**src/rtl/conv_pkg.sv**
```systemverilog
// Shared definitions for the packed-convolution operand format.
package conv_pkg;

  localparam int unsigned CONV_LANE_W = 5;
  localparam int unsigned CONV_LANES  = 4;
  localparam int unsigned CONV_WORD_W = 32;

  typedef enum logic [0:0] {
    S_FILL = 1'b0,
    S_OUT  = 1'b1
  } conv_state_e;

  // Output word payload: packed operand plus end-of-frame flag.
  typedef struct packed {
    logic [CONV_WORD_W-1:0] data;
    logic                   last;
  } conv_word_t;

  // Zero every lane at or above fill; lane k occupies bits [k*lane_w +: lane_w].
  // The ALU-side conv_result unpacker relies on these same lane offsets.
  function automatic logic [CONV_WORD_W-1:0] pack_lanes(
    input logic [CONV_WORD_W-1:0] window,
    input int unsigned            fill,
    input int unsigned            lane_w
  );
    logic [CONV_WORD_W-1:0] word;
    word = '0;
    for (int unsigned b = 0; b < CONV_WORD_W; b++) begin
      if ((b / lane_w) < fill) begin
        word[5'(b)] = window[5'(b)];
      end
    end
    return word;
  endfunction

endpackage

```
**src/rtl/conv_window_sreg.sv**
```systemverilog
// Sliding sample window: insert at lane[fill], retain-shift on a full window,
// clear at end of frame.
module conv_window_sreg
  import conv_pkg::*;
#(
  parameter int unsigned LANE_W = CONV_LANE_W,
  parameter int unsigned LANES  = CONV_LANES,
  parameter int unsigned STRIDE = CONV_LANES
) (
  input  logic                           clk,
  input  logic                           rst,
  input  logic                           accept_i,
  input  logic [LANE_W-1:0]              data_i,
  input  logic                           last_i,
  output logic [LANES*LANE_W-1:0]        ins_win_c,
  output logic [$clog2(LANES+1)-1:0]     ins_fill_c,
  output logic                           emit_c
);

  localparam int unsigned FILL_W = $clog2(LANES + 1);
  localparam int unsigned KEEP   = LANES - STRIDE;

  logic [LANES-1:0][LANE_W-1:0] win_q;
  logic [LANES-1:0][LANE_W-1:0] win_d;
  logic [LANES-1:0][LANE_W-1:0] ins_win;
  logic [FILL_W-1:0]            fill_q;
  logic [FILL_W-1:0]            fill_d;
  logic                         full_c;

  // Window as seen after the current sample is inserted.
  always_comb begin
    ins_win    = win_q;
    ins_fill_c = fill_q;
    if (accept_i) begin
      for (int i = 0; i < int'(LANES); i++) begin
        if (fill_q == FILL_W'(i)) begin
          ins_win[i] = data_i;
        end
      end
      ins_fill_c = fill_q + FILL_W'(1);
    end
  end

  assign ins_win_c = ins_win;
  assign full_c    = (ins_fill_c == FILL_W'(LANES));
  assign emit_c    = accept_i & (last_i | full_c);

  // Next window: clear on frame end, keep the newest LANES-STRIDE on a full window.
  always_comb begin
    win_d  = ins_win;
    fill_d = ins_fill_c;
    if (accept_i && last_i) begin
      win_d  = '0;
      fill_d = '0;
    end else if (accept_i && full_c) begin
      win_d = '0;
      for (int i = 0; i < int'(KEEP); i++) begin
        win_d[i] = ins_win[i + int'(STRIDE)];
      end
      fill_d = FILL_W'(KEEP);
    end
  end

  // Window and fill count registers.
  always_ff @(posedge clk) begin
    if (rst) begin
      win_q  <= '0;
      fill_q <= '0;
    end else begin
      win_q  <= win_d;
      fill_q <= fill_d;
    end
  end

endmodule

```
**src/rtl/conv_stream_packer.sv**
```systemverilog
// Packs a serial LANE_W-bit sample stream into sliding-window 32-bit operand words.
module conv_stream_packer
  import conv_pkg::*;
#(
  parameter int unsigned LANE_W = CONV_LANE_W,
  parameter int unsigned LANES  = CONV_LANES,
  parameter int unsigned STRIDE = 4
) (
  input  logic                   clk,
  input  logic                   rst,
  input  logic                   s_valid,
  output logic                   s_ready,
  input  logic [LANE_W-1:0]      s_data,
  input  logic                   s_last,
  output logic                   m_valid,
  input  logic                   m_ready,
  output logic [CONV_WORD_W-1:0] m_data,
  output logic                   m_last,
  output logic [15:0]            word_cnt
);

  localparam int unsigned FILL_W = $clog2(LANES + 1);
  localparam int unsigned CNT_W  = 16;

  conv_state_e              state_q;
  conv_word_t               word_q;
  conv_word_t               word_d;
  logic                     m_valid_q;
  logic [CNT_W-1:0]         word_cnt_q;

  logic                     accept_c;
  logic                     xfer_c;
  logic                     emit_c;
  logic [LANES*LANE_W-1:0]  ins_win_c;
  logic [FILL_W-1:0]        ins_fill_c;

  // A stalled word blocks new samples, so the window can never overrun.
  assign s_ready  = !m_valid_q | m_ready;
  assign accept_c = s_valid & s_ready;
  assign xfer_c   = m_valid_q & m_ready;

  conv_window_sreg #(
    .LANE_W (LANE_W),
    .LANES  (LANES),
    .STRIDE (STRIDE)
  ) u_win (
    .clk        (clk),
    .rst        (rst),
    .accept_i   (accept_c),
    .data_i     (s_data),
    .last_i     (s_last),
    .ins_win_c  (ins_win_c),
    .ins_fill_c (ins_fill_c),
    .emit_c     (emit_c)
  );

  // Candidate output word built from the post-insert window.
  always_comb begin
    word_d.data = pack_lanes(CONV_WORD_W'(ins_win_c), 32'(ins_fill_c), LANE_W);
    word_d.last = s_last;
  end

  // Output FSM: load on emit, hold while stalled, reload on transfer+emit.
  always_ff @(posedge clk) begin
    if (rst) begin
      state_q    <= S_FILL;
      m_valid_q  <= 1'b0;
      word_q     <= '0;
      word_cnt_q <= '0;
    end else begin
      case (state_q)
        S_FILL: begin
          if (emit_c) begin
            word_q    <= word_d;
            m_valid_q <= 1'b1;
            state_q   <= S_OUT;
          end
        end
        S_OUT: begin
          if (xfer_c) begin
            word_cnt_q <= word_q.last ? '0 : word_cnt_q + CNT_W'(1);
            if (emit_c) begin
              word_q <= word_d;
            end else begin
              m_valid_q <= 1'b0;
              state_q   <= S_FILL;
            end
          end
        end
        default: begin
          state_q   <= S_FILL;
          m_valid_q <= 1'b0;
        end
      endcase
    end
  end

  assign m_valid  = m_valid_q;
  assign m_data   = word_q.data;
  assign m_last   = word_q.last;
  assign word_cnt = word_cnt_q;

endmodule

```
**config.mk**
```make
export PLATFORM = sky130hd
export DESIGN_NAME = conv_stream_packer
export DESIGN_NICKNAME = d
export VERILOG_FILES = /design/src/rtl/conv_pkg.sv /design/src/rtl/conv_window_sreg.sv /design/src/rtl/conv_stream_packer.sv
export SDC_FILE = /design/constraint.sdc
export NUM_CORES = 1
export LEC_CHECK = 0
export CAP_MARGIN = 20
export CELL_PAD_IN_SITES_DETAIL_PLACEMENT = 1
export CELL_PAD_IN_SITES_GLOBAL_PLACEMENT = 1
export CORE_ASPECT_RATIO = 1.1
export CORE_MARGIN = 10
export CORE_UTILIZATION = 41
export CTS_CLUSTER_SIZE = 25
export DETAILED_ROUTE_END_ITERATION = 6
export GPL_ROUTABILITY_DRIVEN = 1
export PLACE_DENSITY = 0.95
export SETUP_SLACK_MARGIN = 0.02
export SLEW_MARGIN = 40
export SYNTH_ARGS = -nofsm -noshare
export SYNTH_HDL_FRONTEND = slang
export SYNTH_SLANG_ARGS = --single-unit
```
**constraint.sdc**
```tcl
create_clock -name clk -period 5.75 [get_ports clk]
set_input_delay 1.725 -clock clk [delete_from_list [all_inputs] [get_ports clk]]
set_output_delay 1.725 -clock clk [all_outputs]
set_load 0.005 [all_outputs]
```
# [Yosys cells after proc, flatten, opt, wreduce, memory -nomap -nowiden]
# Cells that the tools add are included.
[classes] add_sub_neg=2 magnitude_cmp=4 n_eq_ne=7 muxes=37 n_bitwise=6 n_reduce_logical=7
[ops] cell="$mux W33" n=2
[ops] cell="$pmux W33 S2" n=1
[ops] cell="$mux W1" n=25
[ops] cell="$mux W20" n=1
[ops] cell="$mux W5" n=4
[ops] cell="$add A16 B1 Y16 const B" n=1
[ops] cell="$mux W16" n=1
[ops] cell="$eq A3 B2 Y1 const B" n=2
[ops] cell="$lt A1 B3 Y1 const A" n=2
[ops] cell="$lt A2 B3 Y1 const A" n=2
[ops] cell="$ne A2 B2 Y1 const B" n=2
[ops] cell="$pmux W1 S2" n=2
[ops] cell="$add A3 B1 Y3 const B" n=1
[ops] cell="$and A1 B1 Y1" n=3
[ops] cell="$eq A3 B1 Y1 const B" n=1
[ops] cell="$eq A3 B3 Y1 const B" n=1
[ops] cell="$logic_not A3 Y1" n=1
[ops] cell="$mux W3" n=1
[ops] cell="$reduce_and A3 Y1" n=1
[ops] cell="$reduce_or A3 Y1" n=1
[ops] cell="$logic_and A1 B1 Y1" n=2
[ops] cell="$ne A2 B1 Y1 const B" n=1
[ops] cell="$or A1 B1 Y1" n=2
[ops] cell="$reduce_and A2 Y1" n=1
[ops] cell="other kinds (2)" n=2
[totals] register_bits=74 in_bits=10 output_inout_bits=51 word_cells=73

# [Logic depth before layout (Yosys ltp)]
# Gate-level depths: netlist (run 1).
[logic_depth] word_depth=10 ltp_mapped=8 ltp_nobuf=6

# [Modules after synthesis]
# A second synthesis (run 1) with hierarchy kept.
[hier_totals] hier_cells=299 area_unflattened_um2=2813.9
[modules_own_cells] mod="conv_stream_packer" instances=1 cells_per_inst=208 area_per_inst_um2=1721.7 seq_area_each_um2=780.7
[modules_own_cells] mod="conv_window_sreg" instances=1 cells_per_inst=91 area_per_inst_um2=1092.3 seq_area_each_um2=460.4

# [Least setup slack after synthesis (run 1)]
# OpenSTA, ideal clock, no wires.
[synth_timing] path_type="input -> output" startpoint="input port m_ready" endpoint="output port s_ready" arrival_time_ns=1.990 required_ns=4.025 slack_ns=2.035 path_stages=2 n_path_buf=1 path_cell_list="nand2b_1 -> buf_2"
[synth_between] elab_chain_len=1
[synth_rtl] element="start: declaration" line="conv_stream_packer.sv:16" source="input logic m_ready,"
[synth_rtl] element="$or A1 B1 Y1" line="conv_stream_packer.sv:38" source="assign s_ready = !m_valid_q | m_ready;"
[synth_rtl] element="end: declaration" line="conv_stream_packer.sv:12" source="output logic s_ready,"
# No other way between the ends.

# [Worst setup path in the final report (run 1)]
# Ends and elaborated chain as after synthesis.

==> flow_summary_export.csv, run 1 <==
group,metric,value,unit
grt,global_route_wire_length_before_repair,11100,µm
power_and_ir_drop,static-leakage-power,1.33,nW
placed_design,placement.io_buffers,48,
detailed_routing,viasPerCell,5.26,
finish,antenna-diode-count,0,
synthesis,syn-instance-count,260,
worst_setup_path,worst_setup_path_start_kind,"input port",
worst_setup_path,critical_path_required,4.03,ns
clock_tree,h-tree-depth,3,
synthesis,post_synth_top_flop,"dfxtp_1",
finish,multiInputGateArea,1270,µm²
detailed_routing,first_pass_iters,4,
finish,layout_common_cells,"dfxtp_1, clkdlybuf4s50_1, nor2_1",
detailed_routing,final_antenna_net_count,0,
floorplanning,row_count,30,
floorplanning,fp.dieH,104,µm
clock_tree,cts_sinks,62,
sta,grt_setup_unrepaired,"false",
finish,register_area,1240,µm²
worst_setup_path,critical-path-max-stage-delay,0.62,ns
worst_setup_path,reg2reg_setup_slack,3.40,ns
synthesis,yosys_register_bits,62,
detailed_routing,wl_per_cell,17.5,µm
worst_hold_path,worstHoldPathType,"flop to flop",
sta,final.setup_skew,0.00568,ns
sta,timing.hold.ws,0.467,ns
detailed_routing,post_route_drc_violation_count,0,
sta,transition_time_at_the_pin_with_the_least_slew_margin,0.708,ns
sta,timing_max_transition_violations_final,0,
sta,setup-tns-final,0,ns
run_status,run_status,"completed",
clock_tree,post_cts.resized_instances,0,
clock_tree,clk_latency,0.34,ns
grt,globalRouteTotalUtil,0.140,
placed_design,placement.setup.worst_slack,0.797,ns
synthesis,netlist_area,2630,µm²
worst_hold_path,worst_hold_startpoint,"m_data[7]",
sta,clock.fmax,202,MHz
worst_setup_path,r2r-start,"u_win.fill_q[0]",
synthesis,synth_enable_flop_cells,0,
placed_design,detailed_place_hpwl,4870,µm
clock_tree,tritoncts_clock_tree,"done",
clock_tree,path_clk_slew,0.07,ns
synthesis,syn_area_per_cell,10.1,µm²
synthesis,portion_of_the_post_synthesis_area_used_by_sequential_elements,0.471,
sta,setup_violations,0,
grt,vias_in_the_first_global_route,2223,
worst_setup_path,critical_path_peak_fanout,7,
synthesis,ys_async_sr_fraction,0,
detailed_routing,detailroute.via_count,2071,
clock_tree,ctsHoldBuffers,0,
finish,syn_to_final_growth,26.6,%
floorplanning,floorplan.core_area,6190,µm²
clock_tree,post_cts_buffers,0,
synthesis,synth_warnings,0,
clock_tree,tritoncts.num_buffers,9,
grt,grt_max_degree,24,
worst_setup_path,crit_path_top_delay_cell,"clkdlybuf4s50_1",
worst_setup_path,critPathLaunch,"m_ready",
power_and_ir_drop,cellPowerDensity,281,nW/µm²
clock_tree,ctsRootBufferMaster,"clkbuf_8",
detailed_routing,drt_iter0_markers,54,
worst_setup_path,cp-end-kind,"output pin",
placed_design,placer_s_final_routability_congestion_estimate,0.752,
worst_setup_path,crit_chain,"clkdlybuf4s50_1, nand2b_1, clkdlybuf4s50_1",
power_and_ir_drop,ir_drop,215,µV
sta,slew_margin_rel,0.528,
finish,layout.nets,325,
clock_tree,clock_tree.buffer_depth,2,
finish,mostFrequentLayoutCell,"dfxtp_1",
run,max_cap_violations,0,
floorplanning,pin_count,61,
worst_setup_path,critical_path_arrival,3.22,ns
grt,antenna_found_initial,0,
floorplanning,starting_density_of_the_core,0.425,
finish,fillers,689,
synthesis,synth_cell_types,45,
sta,period_minus_slack,4.95,ns
floorplanning,floorplan.die_area,10000,µm²
grt,grt_remaining_overflow,0,
worst_setup_path,most_common_cell_type_on_the_critical_path,"clkdlybuf4s50_1",
sta,min_period_over_period,0.860,
sta,hold_viol_final,0,
finish,layout-drive-gt1-share,0.0892,
worst_setup_path,worst-setup-path-type,"input port to output pin",
sta,timing.final.ws_setup,0.803,ns
detailed_routing,postRouteWirelength,6910,µm
floorplanning,chipWidth,96.4,µm
## worst max-delay path: cells and delay by family
family                 cells  cell delay, ns
and+or+nand+nor            1            0.30
buffers and inverters      2            1.19
## kinds of logic after synthesis
family,Yosys count,synth area share
compound gates,48,0.138
fa+ha+maj,6,0.0285
other cells,1,0.00142
xor+xnor,9,0.0299
mux,24,0.0913
flops,62,0.471
simple gates,84,0.174
buf+inv,26,0.0646
## registers in the layout, indices dropped and copies added (netlist names)
register	count
word_cnt	16
state_q	1
m_valid	1
m_last	1
u_win.fill_q	3
u_win.win_q	20
m_data	20
## power by group
group | leakage (nW) | switching [W] | total [W] | internal [W]
Sequential | 0.501 | 0.00000703 | 0.000444 | 0.000437
Combinational | 0.724 | 0.0000410 | 0.0000687 | 0.0000278
Clock | 0.106 | 0.000179 | 0.000424 | 0.000245
## metal layers
layer / track usage / part of all wire / vias to the layer above
li1: - / - / 1000
met2: 0.247 / 0.53 / 54
met5: 0 / 0 / -
met3: 0.0628 / 0.074 / 7
met4: 0.0416 / 0.011 / 0
met1: 0.141 / 0.39 / 1010
## Yosys cell counts, drive strengths merged, types with 6 or more instances
master | n | area, µm²
dfxtp | 62 | 1240
nor2 | 37 | 139
mux2i | 24 | 240
buf | 20 | 148
o2bb2ai | 19 | 166
nand2 | 10 | 37.5
nand3 | 10 | 67.6
a21oi | 9 | 45.0
o21ai | 7 | 35.0
ha | 6 | 75.1
## worst paths after layout
path	endpoint	cells past startpoint
max	s_ready	3
min	m_data[7]	1
max reg2reg	m_data[18]	6
min reg2reg	m_data[7]	1
## final cells by class
type	count	area share
multi-input combinational	183	0.381
sequential	62	0.373
timing repair buffer	48	0.144
clock buffer	9	0.0372
tap	80	0.0300
clock inverter	7	0.0293
inverter	5	0.00563
## metrics by stage
stage	instances	instance area [µm²]	util	power [W]
5_1_grt	394	3330	0.538	0.000977
6_report	394	3330	0.538	0.000937
2_1_floorplan	271	2670	-	0.000502
3_3_place_gp	378	3100	0.501	0.000518
3_5_place_dp	378	3110	0.502	0.000522
4_1_cts	394	3330	0.538	0.000947
Note: power is estimated with default switching activity, not from simulation.
==> run 2, diff against run 1 <==
--- a/config.mk
+++ b/config.mk
@@ -14,7 +14,7 @@
 export CTS_CLUSTER_SIZE = 25
 export DETAILED_ROUTE_END_ITERATION = 6
 export GPL_ROUTABILITY_DRIVEN = 1
-export PLACE_DENSITY = 0.95
+export PLACE_DENSITY = 0.94
 export SETUP_SLACK_MARGIN = 0.02
 export SLEW_MARGIN = 40
 export SYNTH_ARGS = -nofsm -noshare
==> run 2 against run 1 <==
Via count up 0.43%. Flip-flop and latch count unchanged. Sequential share of layout area shrank 0.11 points. Critical path depth is the same. Worst setup slack improved by 0.017 ns. Hold slack lost 0.0046 ns. Final cell count unchanged. Critical endpoint unchanged. Die area did not move. Clock power grew 4%. Combinational power rose by 0.7%. Largest cell class unchanged.
==> flow_summary_export.csv, run 2 (synthesis results as in run 1) <==
group,metric,value,unit
sta,slew_margin_rel,0.543,
power_and_ir_drop,static-leakage-power,1.34,nW
sta,grt_setup_unrepaired,"false",
finish,antenna-diode-count,0,
run_status,run_status,"completed",
placed_design,placement.io_buffers,48,
floorplanning,chipWidth,96.4,µm
clock_tree,ctsHoldBuffers,0,
power_and_ir_drop,p_sw_frac,0.241,
worst_setup_path,critical_path_peak_fanout,7,
clock_tree,ctsRootBufferMaster,"clkbuf_8",
sta,hold_viol_final,0,
floorplanning,floorplan.core_area,6190,µm²
floorplanning,fp.dieH,104,µm
sta,setup-tns-final,0,ns
finish,layout-drive-gt1-share,0.0892,
worst_setup_path,cp-end-kind,"output pin",
sta,clock.fmax,203,MHz
detailed_routing,viasPerCell,5.28,
worst_hold_path,worstHoldPathType,"flop to flop",
power_and_ir_drop,net_sw_power,0.000229,W
sta,final.setup_skew,0.00741,ns
detailed_routing,final_antenna_net_count,0,
power_and_ir_drop,ir_drop,184,µV
detailed_routing,detailroute.via_count,2080,
placed_design,detailed_place_hpwl,5180,µm
power_and_ir_drop,power_report.internal_total,0.000724,W
worst_setup_path,critical_path_required,4.03,ns
clock_tree,cts_sinks,62,
grt,globalRouteTotalUtil,0.141,
detailed_routing,postRouteWirelength,7080,µm
grt,grt_remaining_overflow,0,
sta,period_minus_slack,4.93,ns
sta,timing_max_transition_violations_final,0,
run,max_cap_violations,0,
grt,global_route_wire_length_before_repair,11200,µm
detailed_routing,first_pass_iters,4,
placed_design,placement.setup.worst_slack,0.821,ns
detailed_routing,wl_per_cell,18.0,µm
power_and_ir_drop,cellPowerDensity,285,nW/µm²
power_and_ir_drop,power,0.000953,W
worst_setup_path,worst_setup_path_start_kind,"input port",
grt,antenna_found_initial,0,
clock_tree,post_cts.resized_instances,0,
clock_tree,clk_latency,0.34,ns
clock_tree,tritoncts_clock_tree,"done",
finish,mostFrequentLayoutCell,"dfxtp_1",
clock_tree,h-tree-depth,3,
sta,min_period_over_period,0.857,
floorplanning,row_count,30,
placed_design,placer_s_final_routability_congestion_estimate,0.745,
grt,grt_max_degree,24,
sta,timing.final.ws_setup,0.820,ns
detailed_routing,drt_iter0_markers,84,
worst_setup_path,critical_path_arrival,3.20,ns
clock_tree,path_clk_slew,0.07,ns
sta,setup_violations,0,
clock_tree,post_cts_buffers,0,
finish,layout_common_cells,"dfxtp_1, clkdlybuf4s50_1, nor2_1",
clock_tree,tritoncts.num_buffers,9,
floorplanning,pin_count,61,
floorplanning,starting_density_of_the_core,0.425,
sta,transition_time_at_the_pin_with_the_least_slew_margin,0.686,ns
finish,layout.nets,325,
power_and_ir_drop,p_seq_frac,0.466,
clock_tree,clock_tree.buffer_depth,2,
grt,vias_in_the_first_global_route,2237,
power_and_ir_drop,power_frac_clock,0.461,
worst_setup_path,worst-setup-path-type,"input port to output pin",
detailed_routing,post_route_drc_violation_count,0,
floorplanning,floorplan.die_area,10000,µm²
finish,syn_to_final_growth,26.9,%
power_and_ir_drop,power.share.combinational,0.073,
[run 2: changes by cell type in the layout (fill, tap and decap cells not counted)]
cell | previous run | this run
clkinv_4 | 1 | 2
clkbuf_8 | 9 | 10
clkinv_2 | 1 | 0
clkinvlp_4 | 2 | 1
[run 2: per-layer routing]
metal / vias to the layer above / GRT usage / wire (µm)
met5: - / 0 / 0
met2: 54 / 0.252 / 3740
met3: 10 / 0.0390 / 478
li1: 1001 / - / -
met1: 1015 / 0.146 / 2730
met4: 0 / 0.0593 / 129
[run 2: layout make-up]
| class | count | area, µm² |
|---|---|---|
| clock buffers | 10 | 138 |
| inverters | 5 | 18.8 |
| repair buffers | 48 | 480 |
| fillers | 702 | 2850 |
| multi-input cells | 183 | 1270 |
| clock inverters | 6 | 93.8 |
| flip-flops and latches | 62 | 1240 |
| well taps | 80 | 100 |
[run 2: stage by stage]
step	utilization	hold WS (ns)	cells	cell area [µm²]
floorplan	-	0.448	271	2670
global placement	0.501	0.443	378	3100
detailed placement	0.502	0.447	378	3110
CTS	0.540	0.463	394	3340
global route	0.540	0.488	394	3340
finish	0.540	0.462	394	3340
[run 2: final timing paths]
path	from	to	slack (ns)	cells past startpoint
worst min register to register	m_data[19]	m_data[19]	0.46	2
worst max-delay path	m_ready	s_ready	0.82	3
worst min-delay path	m_data[19]	m_data[19]	0.46	2
worst max register to register	u_win.fill_q[0]	m_data[9]	3.45	6
[run 2: power by group through the flow]
stage,combinational (W),sequential (W),clock [W]
final,0.0000692,0.000444,0.000439
after global routing,0.0000762,0.000445,0.000462
after CTS,0.0000700,0.000444,0.000448
after detailed placement,0.0000683,0.000454,0
after global placement,0.0000644,0.000453,0
after floorplan,0.0000506,0.000452,0
[run 2: worst max-delay path, cell delays in order]
cell and delay (ns):
clkdlybuf4s50_1 0.62, nand2b_1 0.28, clkdlybuf4s50_1 0.57
==> run 3, diff against run 2 <==
--- a/config.mk
+++ b/config.mk
@@ -11,6 +11,7 @@
 export CORE_ASPECT_RATIO = 1.1
 export CORE_MARGIN = 10
 export CORE_UTILIZATION = 41
+export CTS_BUF_LIST = sky130_fd_sc_hd__clkbuf_16
 export CTS_CLUSTER_SIZE = 25
 export DETAILED_ROUTE_END_ITERATION = 6
 export GPL_ROUTABILITY_DRIVEN = 1
==> run 3 against run 2 <==
Hold slack got worse by 0.0025 ns. Register-to-register slack barely moved. Clock power rose by 31%. First-iteration DRC count fell by 20%. Combinational power barely moved. Critical path depth did not move. Sequential share of layout area fell by 0.99 points. Utilization rose by 1.5 points. Largest cell class unchanged.
==> flow_summary_export.csv, run 3 (synthesis results as in run 1) <==
group,metric,value,unit
run_status,run_status,"completed",
floorplanning,floorplan.core_area,6190,µm²
worst_setup_path,critical_path_peak_fanout,7,
placed_design,detailed_place_hpwl,5180,µm
finish,layout_common_cells,"dfxtp_1, clkdlybuf4s50_1, nor2_1",
finish,layout-drive-gt1-share,0.0860,
sta,transition_time_at_the_pin_with_the_least_slew_margin,0.680,ns
power_and_ir_drop,cellPowerDensity,318,nW/µm²
finish,fin_util,0.554,
detailed_routing,detailroute.via_count,2081,
floorplanning,fp.dieH,104,µm
clock_tree,post_cts_buffers,0,
clock_tree,tritoncts.num_buffers,9,
placed_design,placer_s_final_routability_congestion_estimate,0.745,
detailed_routing,postRouteWirelength,7020,µm
worst_setup_path,rr_worst_depth,6,
worst_setup_path,critical_path_required,4.03,ns
finish,mostFrequentLayoutCell,"dfxtp_1",
detailed_routing,final_antenna_net_count,0,
finish,fin_area,3430,µm²
floorplanning,row_count,30,
clock_tree,cts_sinks,62,
sta,slew_margin_rel,0.547,
worst_setup_path,worstReg2RegEnd,"m_data[4]",
detailed_routing,post_route_drc_violation_count,0,
sta,grt_setup_unrepaired,"false",
clock_tree,ctsRootBufferMaster,"clkbuf_16",
floorplanning,chipWidth,96.4,µm
grt,antenna_found_initial,0,
floorplanning,floorplan.die_area,10000,µm²
sta,timing.hold.ws,0.459,ns
clock_tree,path_clk_slew,0.05,ns
sta,final.setup_skew,0.00363,ns
sta,setup-tns-final,0,ns
detailed_routing,first_pass_iters,4,
worst_setup_path,cp-end-kind,"output pin",
worst_hold_path,worstHoldEndpoint,"m_data[19]",
placed_design,dpl_cell_area,3110,µm²
sta,timing_max_transition_violations_final,0,
clock_tree,h-tree-depth,3,
worst_setup_path,worst_setup_path_start_kind,"input port",
finish,multiInputGateArea,1270,µm²
finish,fillers,685,
clock_tree,tritoncts_clock_tree,"done",
detailed_routing,drt_iter0_markers,67,
finish,register_area,1240,µm²
clock_tree,clk_latency,0.32,ns
sta,period_minus_slack,4.94,ns
finish,final-instance-count-excl-fill,394,
worst_setup_path,critical_path_arrival,3.22,ns
worst_setup_path,r2r-start,"u_win.fill_q[0]",
finish,layout.nets,325,
worst_hold_path,worstHoldPathType,"flop to flop",
run,max_cap_violations,0,
grt,vias_in_the_first_global_route,2245,
floorplanning,pin_count,61,
worst_setup_path,worst-setup-path-type,"input port to output pin",
placed_design,placedCellCount,378,
grt,grt_max_degree,24,
finish,syn_to_final_growth,30.4,%
finish,antenna-diode-count,0,
worst_setup_path,reg2reg_setup_slack,3.44,ns
power_and_ir_drop,static-leakage-power,1.38,nW
floorplanning,starting_density_of_the_core,0.425,
grt,globalRouteTotalUtil,0.143,
worst_hold_path,worst_hold_path.num_cells,2,
sta,setup_violations,0,
power_and_ir_drop,ir_drop,195,µV
clock_tree,ctsHoldBuffers,0,
grt,grt_remaining_overflow,0,
placed_design,placement.io_buffers,48,
clock_tree,post_cts.resized_instances,0,
detailed_routing,viasPerCell,5.28,
worst_hold_path,worst_hold_startpoint,"m_data[19]",
grt,global_route_wire_length_before_repair,11300,µm
sta,hold_viol_final,0,
sta,clock.fmax,202,MHz
detailed_routing,wl_per_cell,17.8,µm
sta,min_period_over_period,0.859,
clock_tree,clock_tree.buffer_depth,2,
run 3: where the power goes:
| part | internal [W] | switching (W) | leakage [nW] | total (W) |
|---|---|---|---|---|
| sequential | 0.000438 | 0.00000744 | 0.501 | 0.000445 |
| combinational | 0.0000279 | 0.0000414 | 0.724 | 0.0000693 |
| clock | 0.000380 | 0.000197 | 0.154 | 0.000577 |
run 3: metal layers:
layer / wire length [µm] / global-route usage / up-vias
met5: 0 / 0 / -
met1: 2680 / 0.147 / 1014
li1: - / - / 1001
met3: 520 / 0.0556 / 11
met4: 113 / 0.0478 / 0
met2: 3700 / 0.254 / 55
run 3: cell type report:
| type | count | area share |
|---|---|---|
| multi-input combinational | 183 | 0.370 |
| sequential | 62 | 0.362 |
| timing repair buffer | 48 | 0.140 |
| clock buffer | 9 | 0.0656 |
| tap | 80 | 0.0292 |
| clock inverter | 7 | 0.0284 |
| inverter | 5 | 0.00547 |
run 3: critical path, cell delays in order:
cell and delay (ns):
clkdlybuf4s50_1 0.63, nand2b_1 0.29, clkdlybuf4s50_1 0.57
run 3: worst max path at each step:
stage,to,slack [ns],start
2_1_floorplan,s_ready,2.04,m_ready
3_3_place_gp,s_ready,0.82,m_ready
3_5_place_dp,s_ready,0.82,m_ready
4_1_cts,s_ready,0.81,m_ready
5_1_grt,s_ready,0.72,m_ready
6_report,s_ready,0.81,m_ready
run 3: metrics by stage:
step	worst slack, ns	total power [W]
after floorplan	2.04	0.000502
after detailed placement	0.821	0.000523
after CTS	0.805	0.00110
final	0.809	0.00109
after global placement	0.820	0.000518
after global routing	0.724	0.00113
==> RTL edit 1 (config.mk and constraints of run 3) <==
Change the package constant `CONV_LANES` from 4 to 8.
--- a/src/rtl/conv_pkg.sv
+++ b/src/rtl/conv_pkg.sv
@@ -3,5 +3,5 @@
 
   localparam int unsigned CONV_LANE_W = 5;
-  localparam int unsigned CONV_LANES  = 4;
+  localparam int unsigned CONV_LANES  = 8;
   localparam int unsigned CONV_WORD_W = 32;
 
Function: changed (a bounded check fails within 10 cycles, from zero or initial values and one cycle with rst high).
==> RTL edit 1 against run 3 <==
Synthesized area up 61%. Wire length up 80%. Register-to-register slack worse by 0.40 ns. Worst setup slack worse by 0.012 ns. Total power up 25%. Final area up 50%. Sequential cell count up 33. Non-clock buffer count up 16. Global-route usage up 2.8 points. Largest cell class unchanged.
==> RTL edit 1: results (changes against run 3) <==
Post-synth ARST share -> 0 (unchanged)
worst hold start -> u_win.win_q[39]
warnings from Yosys -> 0 (unchanged)
post-CTS setup buffer count -> 0 (unchanged)
Worst Path Max Fanout -> 12 (+5)
final wirelength -> 12.6 mm (+80%)
synth top area cells -> dfxtp_1 45%, mux2i_1 8.3%, o2111ai_1 5.6%, nor2b_1 3.8%, nor2_1 3.8%
Vias -> 3,576 (+72%)
outcome -> finished clean
ANT cells -> 0 (unchanged)
Rel. slew slack -> 0.465 (-0.0820)
Critical R2R Capture -> m_data[21]
synth unique cells -> 47 (+4.4%)
slowest CP cell -> clkdlybuf4s50_1
overall routing resource usage -> 0.172 (+0.0283)
Final nets -> 488 (+50%)
WP data arrival -> 3.23 ns (about the same)
Worst Reg2Reg Path Length in Cells -> 7 (+1)
global routing usage on met3 -> 0.0401 (-0.0155)
largest net degree at the start of global routing -> 73 (+200%)
Worst Clk Skew -> 0.00444 ns (+0.000803 ns)
hold slack -> 0.492 ns (+0.0329 ns)
area taken by multi-input logic gates -> 0.00217 sq mm (+71%)
layout cell share with drive strength beyond 1 -> 0.100 (+0.0144)
routing usage on met1 -> 0.203 (+0.0562)
CP max stage delay -> 0.51 ns (-0.12 ns)
leakage -> 0.00187 uW (+35%)
Area after DPL -> 0.00487 sq mm (+57%)
vias in the first global route -> 3,837 (+71%)
Peak VDD IR -> 136 uV (-30%)
clk_lat worst skew -> 0.34 ns (+0.02 ns)
fillers -> 1,116 (+63%)
Inst Count DP -> 582 (+54%)
Post-DP HPWL -> 8.72 mm (+68%)
dpl ws -> 0.798 ns (-0.0234 ns)
r2r setup slk -> 3.04 ns (-0.40 ns)
final cell count without fillers -> 598 (+52%)
initial detailed-routing violation count -> 153 (+130%)
synth cell count leaders -> 95 x dfxtp_1, 43 x nor2_1, 35 x mux2i_1
M2 GR Usage -> 0.286 (+0.0315)
gpl congestion -> 0.875 (+17%)
Hold EP -> u_win.win_q[39]
Buffers on Ports -> 60 (+25%)
first-pass GRT wire length -> 20.4 mm (+81%)
synthesized area per cell -> 9.80 sq um (-3.2%)
register area share after synthesis -> 0.449 (-0.0223)
[RTL edit 1: worst max-delay path, delay by kind of cell]
kind / cells / cell delay [ns]
buffers and inverters: 3 / 1.13
AND/OR/NAND/NOR: 1 / 0.37
[RTL edit 1: how the worst max path moves through the flow]
stage,to,from,cells past startpoint,slack [ns]
floorplan,s_ready,m_ready,2,2.13
global placement,s_ready,m_ready,4,0.81
detailed placement,s_ready,m_ready,4,0.80
CTS,s_ready,m_ready,4,0.78
global route,s_ready,m_ready,4,0.72
finish,s_ready,m_ready,4,0.80
[RTL edit 1: metal layers]
metal / share of wire / up-vias / wire (um)
li1: - / 1687 / -
met1: 0.43 / 1758 / 5500
met2: 0.48 / 101 / 6070
met3: 0.058 / 30 / 736
met4: 0.027 / 0 / 337
met5: 0 / - / 0
[RTL edit 1: cell families after synthesis]
logic type / after synthesis / synth area share
fa+ha+maj: 5 / 0.0148
simple gates: 127 / 0.156
compound gates: 103 / 0.194
buf+inv: 41 / 0.0411
xor+xnor: 13 / 0.0269
mux: 48 / 0.117
flops: 95 / 0.449
[RTL edit 1: cell type report]
cell class	count	area share
well taps	120	0.0291
inverters	7	0.00509
flip-flops and latches	95	0.368
clock inverters	7	0.0124
repair buffers	64	0.121
multi-input cells	296	0.420
clock buffers	9	0.0436
[RTL edit 1: report_power, final]
group	total, uW	internal, uW	switching [uW]
registers	672	666	6.03
logic	100	31.2	69.1
clock network	588	333	254
==> RTL edit 2 (settings of run 3) <==
Without the edit above. Register the output `word_cnt` once more, with the module's reset; this adds one clock of latency there. The other outputs are not delayed to match.
--- a/src/rtl/conv_stream_packer.sv
+++ b/src/rtl/conv_stream_packer.sv
@@ -99,5 +99,11 @@
   assign m_data   = word_q.data;
   assign m_last   = word_q.last;
-  assign word_cnt = word_cnt_q;
+  always_ff @(posedge clk) begin
+    if (rst) begin
+      word_cnt <= '0;
+    end else begin
+      word_cnt <= word_cnt_q;
+    end
+  end
 
 endmodule
Formal check against the unedited RTL: not equivalent (Yosys sat finds a counterexample within 10 cycles, from zero or initial values and one cycle with rst high).
==> RTL edit 2 against run 3 <==
Critical path depth unchanged. Core utilization decreased by 2.0 points. Die area increased by 14%. Synthesized area increased by 18%. Sequential power increased by 25%. Combinational power increased by 4.5%. Worst setup slack improved by 0.22 ns. Synthesized cell count increased by 21%. Total power increased by 20%. Final area increased by 16%. Sequential cell count increased by 16. Wire length increased by 15%. Clock skew increased by 0.0039 ns. Critical path type unchanged.
==> RTL edit 2: results (changes against run 3) <==
outcome -> finished clean
dpl ws -> 1.01 ns (+0.191 ns)
antenna violations before repair -> 0 (unchanged)
register area share after synthesis -> 0.503 (+0.0311)
Buffers on Ports -> 48 (unchanged)
WP data arrival -> 3.00 ns (-0.22 ns)
Peak VDD IR -> 169 uV (-13%)
final wirelength -> 8.05 mm (+15%)
Vias -> 2,392 (+15%)
largest net degree at the start of global routing -> 27 (+13%)
overall routing resource usage -> 0.146 (+0.00248)
synth cell count leaders -> 78 x dfxtp_1, 33 x nor2_1, 18 x nand2_1
clk_lat worst skew -> 0.34 ns (+0.02 ns)
first-pass GRT wire length -> 13.4 mm (+19%)
layout cell share with drive strength beyond 1 -> 0.0601 (-0.0259)
Worst Clk Skew -> 0.00756 ns (+0.00393 ns)
post-synthesis compound-gate area fraction -> 0.139 (+0.000234)
synth unique cells -> 44 (-2.2%)
fillers -> 823 (+20%)
mux share of post-synthesis cell area -> 0.0516 (-0.0397)
initial detailed-routing violation count -> 64 (-4.5%)
Final nets -> 377 (+16%)
Worst Path Max Fanout -> 6 (-1)
adder-cell share of the synthesized area -> 0.0242 (-0.00435)
synth top area cells -> dfxtp_1 50%, mux2i_1 5.2%, o2bb2ai_1 4.2%, nor2_1 4.0%, nor2b_1 3.0%
Post-DP HPWL -> 5.77 mm (+12%)
Synth Area in XOR/XNOR -> 0.0338 (+0.00389)
leakage -> 0.00158 uW (+15%)
-- RTL edit 2: area by class of cell --
cell class	instances	area, sq um	share of cell area
clock inverters	7	136	0.0343
repair buffers	50	495	0.125
flip-flops and latches	78	1560	0.393
inverters	7	26.3	0.00662
clock buffers	9	225	0.0567
well taps	87	109	0.0274
multi-input cells	215	1420	0.357
-- RTL edit 2: path summary, 6_finish.rpt --
| kind | slack (ns) | from | end |
|---|---|---|---|
| max | 1.03 | m_ready | s_ready |
| min | 0.46 | m_data[16] | m_data[16] |
| max reg2reg | 3.27 | u_win.fill_q[0] | u_win.fill_q[1] |
| min reg2reg | 0.46 | m_data[16] | m_data[16] |
-- RTL edit 2: power breakdown --
part	switching (uW)	internal, uW
sequential	6.32	549
combinational	44.3	28.1
clock	220	466
total	270	1040
-- RTL edit 2: cell families (layout without fill, tap and decap cells) --
kind of cell,after synthesis,count (layout)
simple gates,112,112
flops,78,78
compound gates,57,57
buf+inv,32,73
mux,16,16
xor+xnor,12,12
fa+ha+maj,6,6
other cells,1,12
-- RTL edit 2: critical path, cell delays in order --
cell and delay, ns:
clkdlybuf4s50_1 0.55, nand2b_1 0.19, clkdlybuf4s50_1 0.53
-- RTL edit 2: routing by layer --
metal	up-vias	wire length (um)	GRT usage
li1	1168	-	-
met4	0	116	0.0557
met5	-	0	0
met3	11	502	0.0436
met2	61	4280	0.264
met1	1152	3140	0.150
-- RTL edit 2: through the flow --
stage	instance area, sq um	cells	hold slack (ns)	total power, uW	util
final	3970	453	0.459	1310	0.534
after global placement	3610	437	0.448	634	0.486
after detailed placement	3610	437	0.447	638	0.486
after floorplan	3150	325	0.449	615	-
after global routing	3970	453	0.489	1350	0.534
after CTS	3970	453	0.463	1320	0.534
